File: config.mk
export PLATFORM = sky130hd
export DESIGN_NAME = imm_ext_pipe
export DESIGN_NICKNAME = d
export VERILOG_FILES = /design/src/rtl/imm_ext_pipe.sv
export SDC_FILE = /design/constraint.sdc
export NUM_CORES = 1
export LEC_CHECK = 0
export ABC_AREA = 1
export BUFFER_PORTS_ARGS = -buffer_cell sky130_fd_sc_hd__buf_2
export CAP_MARGIN = 20
export CORE_MARGIN = 10
export CORE_UTILIZATION = 39
export DETAILED_ROUTE_END_ITERATION = 8
export GPL_ROUTABILITY_DRIVEN = 0
export MAX_ROUTING_LAYER = met4
export PLACE_DENSITY = 0.62
export REMOVE_ABC_BUFFERS = 1
export SLEW_MARGIN = 40
export SYNTH_ARGS = -nofsm -noshare
export SYNTH_HDL_FRONTEND = slang
export SYNTH_SLANG_ARGS = --single-unit
File: constraint.sdc
create_clock -name clk -period 2.8 [get_ports clk]
set_clock_uncertainty 0.1 [all_clocks]
set_input_delay 0.28 -clock clk [delete_from_list [all_inputs] [get_ports clk]]
set_output_delay 0.28 -clock clk [all_outputs]
set_load 0.005 [all_outputs]
File: src/rtl/imm_ext_pipe.sv
// Two-stage immediate generator: S1 captures the instruction word and format select,
// S2 holds the sign/zero-extended immediate with a valid/ready handshake on both sides.
module imm_ext_pipe #(
  parameter int XLEN  = 32,
  parameter int CNT_W = 8
) (
  input  logic             clk,
  input  logic             reset,
  input  logic             flush,
  input  logic             in_valid,
  output logic             in_ready,
  input  logic [31:7]      Instr,
  input  logic [2:0]       ImmSrc,
  output logic             out_valid,
  input  logic             out_ready,
  output logic [XLEN-1:0]  ImmExt,
  output logic             ImmErr,
  output logic [CNT_W-1:0] err_count
);

  typedef enum logic [2:0] {
    FMT_I     = 3'b000,
    FMT_S     = 3'b001,
    FMT_B     = 3'b010,
    FMT_J     = 3'b011,
    FMT_U     = 3'b100,
    FMT_SHAMT = 3'b101,
    FMT_ZIMM  = 3'b110,
    FMT_ILL   = 3'b111
  } fmt_e;

  // RV64 shifts carry a 6-bit shamt (instruction bit 25 included), RV32 only 5 bits.
  localparam int SH_W = (XLEN == 64) ? 6 : 5;
  localparam logic [CNT_W-1:0] CNT_MAX = '1;

  logic             s1_v_q, s1_v_d;
  logic [31:7]      s1_instr_q, s1_instr_d;
  logic [2:0]       s1_src_q, s1_src_d;
  logic             s2_v_q, s2_v_d;
  logic [XLEN-1:0]  imm_q, imm_d;
  logic             err_q, err_d;
  logic [CNT_W-1:0] cnt_q, cnt_d;

  logic             s2_adv, s1_adv, accept;
  logic [XLEN-1:0]  imm_calc;
  logic             err_calc;
  logic             sgn;

  assign s2_adv   = !s2_v_q | out_ready;
  assign s1_adv   = s1_v_q & s2_adv;
  assign in_ready = !flush & (!s1_v_q | s2_adv);
  assign accept   = in_valid & in_ready;
  assign sgn      = s1_instr_q[31];

  always_comb begin
    imm_calc = '0;
    err_calc = 1'b0;
    case (s1_src_q)
      FMT_I:     imm_calc = {{(XLEN-12){sgn}}, s1_instr_q[31:20]};
      FMT_S:     imm_calc = {{(XLEN-12){sgn}}, s1_instr_q[31:25], s1_instr_q[11:7]};
      FMT_B:     imm_calc = {{(XLEN-12){sgn}}, s1_instr_q[7], s1_instr_q[30:25],
                             s1_instr_q[11:8], 1'b0};
      FMT_J:     imm_calc = {{(XLEN-20){sgn}}, s1_instr_q[19:12], s1_instr_q[20],
                             s1_instr_q[30:21], 1'b0};
      FMT_U:     imm_calc = {{(XLEN-31){sgn}}, s1_instr_q[30:12], 12'b0};
      FMT_SHAMT: imm_calc = {{(XLEN-SH_W){1'b0}}, s1_instr_q[20 +: SH_W]};
      FMT_ZIMM:  imm_calc = {{(XLEN-5){1'b0}}, s1_instr_q[19:15]};
      default: begin
        imm_calc = '0;
        err_calc = 1'b1;
      end
    endcase
  end

  always_comb begin
    s1_v_d     = s1_v_q;
    s1_instr_d = s1_instr_q;
    s1_src_d   = s1_src_q;
    s2_v_d     = s2_v_q;
    imm_d      = imm_q;
    err_d      = err_q;
    cnt_d      = cnt_q;

    if (accept) begin
      s1_v_d     = 1'b1;
      s1_instr_d = Instr;
      s1_src_d   = ImmSrc;
    end else if (s1_adv) begin
      s1_v_d = 1'b0;
    end

    // S2 data only moves when S1 hands over, so a stalled result stays put.
    if (s2_adv) s2_v_d = s1_v_q;
    if (s1_adv) begin
      imm_d = imm_calc;
      err_d = err_calc;
    end

    if (flush) begin
      s1_v_d = 1'b0;
      s2_v_d = 1'b0;
    end

    // A result taken in the flush cycle still counts as delivered.
    if (s2_v_q && out_ready && err_q && (cnt_q != CNT_MAX)) cnt_d = cnt_q + 1'b1;
  end

  always_ff @(posedge clk or posedge reset) begin
    if (reset) begin
      s1_v_q     <= 1'b0;
      s1_instr_q <= '0;
      s1_src_q   <= '0;
      s2_v_q     <= 1'b0;
      imm_q      <= '0;
      err_q      <= 1'b0;
      cnt_q      <= '0;
    end else begin
      s1_v_q     <= s1_v_d;
      s1_instr_q <= s1_instr_d;
      s1_src_q   <= s1_src_d;
      s2_v_q     <= s2_v_d;
      imm_q      <= imm_d;
      err_q      <= err_d;
      cnt_q      <= cnt_d;
    end
  end

  assign out_valid = s2_v_q;
  assign ImmExt    = imm_q;
  assign ImmErr    = err_q;
  assign err_count = cnt_q;

endmodule

# Word level (Yosys, flattened, before mapping)
# Index checks and enable logic that the tools add are counted.
# word_totals
reg_bits,71
input_bits,33
# op_classes
n_mux,7
eq_ne,7
bitwise_logic,5
add_sub_neg,1
n_reduce_logical,10
# op_table
op,n
case mux 32 bit (7 select lines),1
"equality test 3 bit, second input constant",3
"adder 8 x 1 -> 8 bit, second input constant",1
"!= test 8 bit, second input constant",1
OR reduction 7 bit,1
"equality test 3 x 2 -> 1 bit, second input constant",2
two-way mux 1 bit,6
AND 1 bit,3
"equality test 3 x 1 -> 1 bit, second input constant",1
logical AND 1 bit,3
logical NOT 1 bit,3
logical NOT 3 bit,1
nonzero test 3 bit,1
OR 1 bit,2
nonzero test 2 bit,1

# Longest topological paths before layout
# Gate-level depths: netlist of the first run.
# logic_depth
word_depth,7
ltp_mapped,9
mapped_depth_nobuf,8

# Worst setup path before layout of the first run
# No wires, ideal clock.
# synth_path
path_kind,flip-flop to flip-flop
start,register cnt_q[0] (netlist: err_count[0])
end,register cnt_q[7] (netlist: err_count[7])
path_stages_with_launch,9
slack_ps,1446
arrival_ps,1138
setup_ps,116
synth_period_minus_slack_ps,1354
required_ps,2584
cell_sequence,dfrtp_1 -> ha_1 -> nand3_1 -> nor2_1 -> nand2_1 -> nand2_2 -> inv_2 -> nand2_1 -> nand2_1
# synth_between
elab_chain_cells,2
# synth_rtl
element,line,text
"start, declared",42,"logic [CNT_W-1:0] cnt_q, cnt_d;"
"start signal, assigned",124,cnt_q <= cnt_d;
"parallel branches: the longest is 2 deep, another holds adder 8 x 1 -> 8 bit",n/a,
# Several ways; the timed one is not identified.
# A chain may end at the register's enable or synchronous reset.

# Worst setup path after layout of the first run
# layout_path
start,input flush
end,output in_ready
# layout_between
elab_chain_cells,2
# layout_rtl
element,line,text
"start, declared",9,"input logic flush,"
logical NOT 1 bit,51,assign in_ready = !flush & (!s1_v_q | s2_adv);
AND 1 bit,51,
"end, declared",11,"output logic in_ready,"
# Every way passes these cells.

==> flow_metrics.env, run 1 <==
export IMPL_timing_hold_worst_path_depth=3
export IMPL_crit_share_post_route=0.6781
export IMPL_reg2reg_from="s1_src_q[2]"
export IMPL_drc=0
export IMPL_post_cts_resize_count=0
export IMPL_h_tree_depth=3
export IMPL_worst_r2r_setup_slack_ps=950
export IMPL_grt_usage=0.1372
export IMPL_die_height_um=111.0
export IMPL_drive_gt1_frac=0.2851
export IMPL_row_count=33
export IMPL_io_buffer_count=75
export IMPL_via_count_of_the_first_global_routing_pass=2708
export IMPL_mostFrequentLayoutCell="sky130_fd_sc_hd__nand2_1"
export IMPL_critical_path_max_fanout=21
export IMPL_fin_crit_ps=1899
export IMPL_hp_class="input pin to register"
export IMPL_routed_wirelength_um=8002
export IMPL_layout_cells_most_common_list="sky130_fd_sc_hd__nand2_1, sky130_fd_sc_hd__buf_2, sky130_fd_sc_hd__dfrtp_1"
export IMPL_overflow=0
export IMPL_synthDistinctLibCells=26
export IMPL_met3_length_um=331
export IMPL_startpoint_type="input pin"
export IMPL_cts_buffers=9
export IMPL_detail_route_wirelength_met1_um=3832
export IMPL_die_area_um2=12320
export IMPL_vias_per_cell=4.857
export IMPL_maxCapViolations=0
export IMPL_cts_root_buffer_cell="sky130_fd_sc_hd__clkbuf_8"
export IMPL_leakage_nw=2.147
export IMPL_setup_worst_path_start="flush"
export IMPL_number_of_warning_messages_in_the_yosys_log=0
export IMPL_power_density_nw_per_um2=727.8
export IMPL_multi_input_comb_area_um2=1279
export IMPL_final_setup_viol_count=0
export IMPL_yosys_area_top_type_share=0.5502
export IMPL_crit_arrival_ps=1520
export IMPL_avgRoutedWirePerCell_um=14.44
export IMPL_number_of_slew_limit_violations_in_the_final_report=0
export IMPL_area_growth_synth_to_final_pct=22.51
export IMPL_postSynthRegisterBits=71
export IMPL_insertedDiodeCount=0
export IMPL_post_layout_nonfiller_instances=554
export IMPL_io_pin_count=76
export IMPL_finalHoldViolCount=0
export IMPL_worst_setup_path_type="input pin to primary output"
export IMPL_reg2regPathDepth=5
export IMPL_netlist_top_cell_by_area="sky130_fd_sc_hd__dfrtp_1"
export IMPL_first_pass_grt_wire_length_um=13590
export IMPL_netlist_area_um2=3229
export IMPL_clkTransAtPathRegs_ps=80
export IMPL_synth_top_cells_by_area="sky130_fd_sc_hd__dfrtp_1, sky130_fd_sc_hd__nand2_1, sky130_fd_sc_hd__nand3_1"
export IMPL_final_core_utilization=0.4864
export IMPL_antenna_found_initial=0
export IMPL_worst_setup_path_end_kind="primary output"
export IMPL_core_region_area_um2=8134
export IMPL_area_sequential_um2=1777
export IMPL_routed_top_layer="met4"
export IMPL_floorplan_initialDensity=0.3970
export IMPL_holdCritStartpoint="Instr[17]"
export IMPL_post_route_worst_setup_slack_ps=901.3
export IMPL_placement_setup_worst_slack_ps=977.5
export IMPL_netlist_instances=369
export IMPL_tightestPinTransition_ps=597.2
export IMPL_dp_hpwl_um=5674
export IMPL_clock_tree_from_tritoncts="done"
export IMPL_rsz0062_at_grt="no"
export IMPL_drt_iter0_drc=136
export IMPL_timing_max_slew_rel_slack=0.6019
export IMPL_ir_worst_vdd_mv=0.2421
export IMPL_cts_num_sinks=71
export IMPL_clk_path_buf_depth=2
export IMPL_num_nets_final=479
export IMPL_route_antenna_remaining_nets=0
export IMPL_cp_required_ps=2420
export IMPL_routed_via_count=2691
export IMPL_syn_area_per_cell_um2=8.752
export IMPL_pin_count_of_the_biggest_net_entering_global_routing=72
export IMPL_dp_cells=537
export IMPL_status="complete, no violations"
export IMPL_fp_dieW_um=111.0
export IMPL_clock_latency_ps=360
export IMPL_drt_pre_antenna_iters=4
export IMPL_total_power_mw=2.879
export IMPL_met2_wire_length_um=3692
export IMPL_synth_sequential_area_ratio=0.5502
export IMPL_setup_total_negative_slack_ps=0
export IMPL_fillers=809
export IMPL_max_clock_freq_mhz=526.7
==> worst max-delay path, cell delays in order <==
cell,delay [ps]
sky130_fd_sc_hd__dlygate4sd3_1,540
sky130_fd_sc_hd__buf_2,140
sky130_fd_sc_hd__inv_1,40
sky130_fd_sc_hd__nand2_1,60
sky130_fd_sc_hd__inv_2,270
sky130_fd_sc_hd__buf_2,190
==> logic make-up (layout without fill, tap and decap cells) <==
logic type      count (synthesis)  count (layout)  synth area share
xor+xnor                        6               6           0.01627
compound gates                 58              58            0.1178
simple gates                  192             192            0.2580
buf+inv                        41             121           0.05385
fa+ha+maj                       1               1          0.003874
flops                          71              71            0.5502
==> stage by stage <==
stage | instance area (um2) | hold slack, ps
after floorplan | 3146 | 243.1
after global placement | 3702 | 292.2
after detailed placement | 3702 | 294.9
after CTS | 3956 | 45.32
after global routing | 3956 | 63.47
final | 3956 | 47.42
==> what timing repair did <==
action / in CTS / in global routing
setup endpoints to repair: 0 / 0
setup buffers: 0 / 0
hold endpoints to repair: 72 / 0
hold buffers: 2 / 0
==> cells in the mapped netlist <==
master / n
sky130_fd_sc_hd__nand2_4: 2
sky130_fd_sc_hd__buf_4: 2
sky130_fd_sc_hd__buf_2: 10
sky130_fd_sc_hd__nor2_1: 13
sky130_fd_sc_hd__nand3_1: 41
sky130_fd_sc_hd__a21oi_1: 17
sky130_fd_sc_hd__clkbuf_1: 3
sky130_fd_sc_hd__xor2_1: 1
sky130_fd_sc_hd__nor2_2: 1
sky130_fd_sc_hd__xnor2_1: 5
sky130_fd_sc_hd__o21ai_2: 8
sky130_fd_sc_hd__o21ai_0: 1
sky130_fd_sc_hd__inv_2: 6
sky130_fd_sc_hd__nor3_2: 1
sky130_fd_sc_hd__buf_1: 2
sky130_fd_sc_hd__a21o_1: 5
sky130_fd_sc_hd__nand2_2: 5
sky130_fd_sc_hd__nand2_1: 121
sky130_fd_sc_hd__dfrtp_1: 71
sky130_fd_sc_hd__nand4_1: 7
sky130_fd_sc_hd__a21oi_2: 8
sky130_fd_sc_hd__o31ai_1: 7
sky130_fd_sc_hd__inv_1: 18
sky130_fd_sc_hd__o21ai_1: 12
sky130_fd_sc_hd__ha_1: 1
sky130_fd_sc_hd__nor2_4: 1
==> metal layers <==
layer / GRT usage / vias up
met1: 0.1837 / 1239
met3: 0.02706 / 16
met4: 0.05729 / 0
met2: 0.1973 / 73
met5: - / -
li1: - / 1363
==> sequential cells by signal (all words and copies together), names as in the netlist <==
register and cells:
s1_v_q 1, s1_src_q 3, out_valid 1, s1_instr_q 25, err_count 8, ImmErr 1
ImmExt 32
==> power breakdown <==
part / total [mW] / internal (mW) / switching [mW]
clock network: 0.978 / 0.585 / 0.393
logic: 0.571 / 0.246 / 0.325
registers: 1.33 / 1.19 / 0.136
==> layout make-up <==
type                            instances  share of cell area
Sequential cell                        71              0.4491
Multi-Input combinational cell        257              0.3232
Timing Repair Buffer                   82              0.1126
Tap cell                              105             0.03321
Clock buffer                            9             0.03131
Clock inverter                          6             0.02783
Inverter                               24             0.02277
==> worst paths after layout <==
check                            endpoint
setup / recovery                 in_ready
hold / removal             s1_instr_q[17]
setup reg to reg               ImmExt[15]
hold reg to reg                ImmExt[15]
max in group asynchronous      ImmExt[14]
min in group asynchronous    err_count[2]
Note: power is estimated with default switching activity, not from simulation.
==> run 2, diff against run 1 <==
Settings changed: PLACE_DENSITY 0.62 to 0.64.
Clock period 2.8 ns to 1.69 ns, I/O delays scaled along.
==> run 2 against run 1 <==
- critical endpoint unchanged
- critical path depth down 1
- die area unchanged
- critical path type is now register to primary output
- total power up 51%
- sequential cell count unchanged
- first-iteration DRC count up 6.6%
- count of clock-buffer cells in the layout unchanged
- combinational power up 82%
- clock power up 15%
- sequential power up 65%
- sequential share of layout area down 2.7 points
- largest cell class unchanged
==> flow_metrics.env, run 2 (same netlist as run 1, synthesis figures left out) <==
export IMPL_drt_iter0_drc=145
export IMPL_number_of_slew_limit_violations_in_the_final_report=0
export IMPL_worst_setup_path_type="register to primary output"
export IMPL_num_nets_final=511
export IMPL_placement_setup_worst_slack_ps=195.3
export IMPL_cpMaxStageDelayCell="sky130_fd_sc_hd__dfrtp_1"
export IMPL_pin_count_of_the_biggest_net_entering_global_routing=30
export IMPL_total_power_mw=4.350
export IMPL_clk_path_buf_depth=2
export IMPL_tightestPinTransition_ps=483.9
export IMPL_critPathBufInv=3
export IMPL_status="complete, no violations"
export IMPL_routed_via_count=2842
export IMPL_post_layout_nonfiller_instances=585
export IMPL_via_count_of_the_first_global_routing_pass=2891
export IMPL_slowest_delay_ps=410
export IMPL_drc=0
export IMPL_mostFrequentLayoutCell="sky130_fd_sc_hd__nand2_1"
export IMPL_critical_path_max_fanout=15
export IMPL_row_count=33
export IMPL_first_pass_grt_wire_length_um=14230
export IMPL_setup_total_negative_slack_ps=0
export IMPL_crit_share_post_route=0.9348
export IMPL_fin_crit_ps=1580
export IMPL_finalHoldViolCount=0
export IMPL_avgRoutedWirePerCell_um=14.26
export IMPL_final_setup_viol_count=0
export IMPL_rsz0062_at_grt="no"
export IMPL_critical_path_top_delay_family="flip-flops"
export IMPL_cts_buffers=9
export IMPL_route_antenna_remaining_nets=0
export IMPL_antenna_found_initial=0
export IMPL_io_buffer_count=75
export IMPL_die_height_um=111.0
export IMPL_floorplan_initialDensity=0.3970
export IMPL_clock_latency_ps=340
export IMPL_maxCapViolations=0
export IMPL_cts_setup_buffers=0
export IMPL_final_area_um2=4209
export IMPL_grt_usage=0.1419
export IMPL_power_density_nw_per_um2=1033
export IMPL_largest_register_ff_count=32
export IMPL_drt_pre_antenna_iters=4
export IMPL_ir_worst_vdd_mv=0.4944
export IMPL_worst_setup_path_end_kind="primary output"
export IMPL_startpoint_type="register"
export IMPL_io_pin_count=76
export IMPL_core_region_area_um2=8134
export IMPL_dp_cells=542
export IMPL_clkTransAtPathRegs_ps=70
export IMPL_vias_per_cell=4.858
export IMPL_insertedDiodeCount=0
export IMPL_post_route_worst_setup_slack_ps=110.2
export IMPL_cp_required_ps=1420
export IMPL_fp_dieW_um=111.0
export IMPL_die_area_um2=12320
export IMPL_drive_gt1_frac=0.2750
export IMPL_cts_num_sinks=71
export IMPL_critical_path_cell_chain="nand3_1 -> nand2_1 -> inv_4 -> buf_8 -> buf_2"
export IMPL_routed_wirelength_um=8340
export IMPL_cts_root_buffer_cell="sky130_fd_sc_hd__clkbuf_8"
export IMPL_hp_class="input pin to register"
export IMPL_area_growth_synth_to_final_pct=30.34
export IMPL_crit_arrival_ps=1310
export IMPL_layout_cells_most_common_list="sky130_fd_sc_hd__nand2_1, sky130_fd_sc_hd__buf_2, sky130_fd_sc_hd__dfrtp_1"
export IMPL_clock_tree_from_tritoncts="done"
export IMPL_max_clock_freq_mhz=633.0
export IMPL_dp_hpwl_um=5957
export IMPL_leakage_nw=2.261
export IMPL_timing_max_slew_rel_slack=0.6769
export IMPL_overflow=0
export IMPL_h_tree_depth=3
export IMPL_place_area_um2=3752
## run 2: layout make-up
class | count | area [um2]
tap | 105 | 131.4
clock inverter | 5 | 27.53
fill | 772 | 3925
sequential | 71 | 1777
inverter | 24 | 92.59
clock buffer | 9 | 123.9
timing repair buffer | 114 | 773.2
multi-input combinational | 257 | 1284
## run 2: report_power, final
part	switching (mW)	internal, mW
registers	0.214	1.98
logic	0.572	0.467
clock network	0.611	0.505
total	1.40	2.95
## run 2: worst min-delay path, cell delays in order
cell and delay [ps]:
sky130_fd_sc_hd__buf_2 90, sky130_fd_sc_hd__nor2_1 40, sky130_fd_sc_hd__a21oi_1 110
## run 2: worst paths after layout
path	from	depth (start not counted)	slack (ps)	endpoint
setup / recovery	out_valid	5	110	in_ready
max in group asynchronous	reset	4	660	ImmExt[2]
min in group asynchronous	reset	3	300	ImmErr
setup reg to reg	err_count[0]	8	240	err_count[7]
hold / removal	ImmSrc[2]	3	20	s1_src_q[2]
hold reg to reg	ImmExt[23]	1	370	ImmExt[23]
## run 2: timing repair
action                                  4_1_cts  5_1_grt
gates resized for setup                       0        4
endpoints found under the setup margin        0        2
hold buffers                                 29        0
hold endpoints to repair                     48        0
## run 2: routing by layer
metal	wire length [um]	track usage	vias to the layer above
li1	-	-	1419
met1	3826	0.1771	1341
met2	4029	0.2237	74
met3	397	0.03193	8
met4	88	0.04427	0
met5	0	-	-
## run 2: metrics by stage
step             util  hold WS, ps
2_1_floorplan       -        132.1
3_3_place_gp   0.4613        118.9
3_5_place_dp   0.4613        125.6
4_1_cts        0.5156        7.308
5_1_grt        0.5175        14.71
6_report       0.5175        20.87
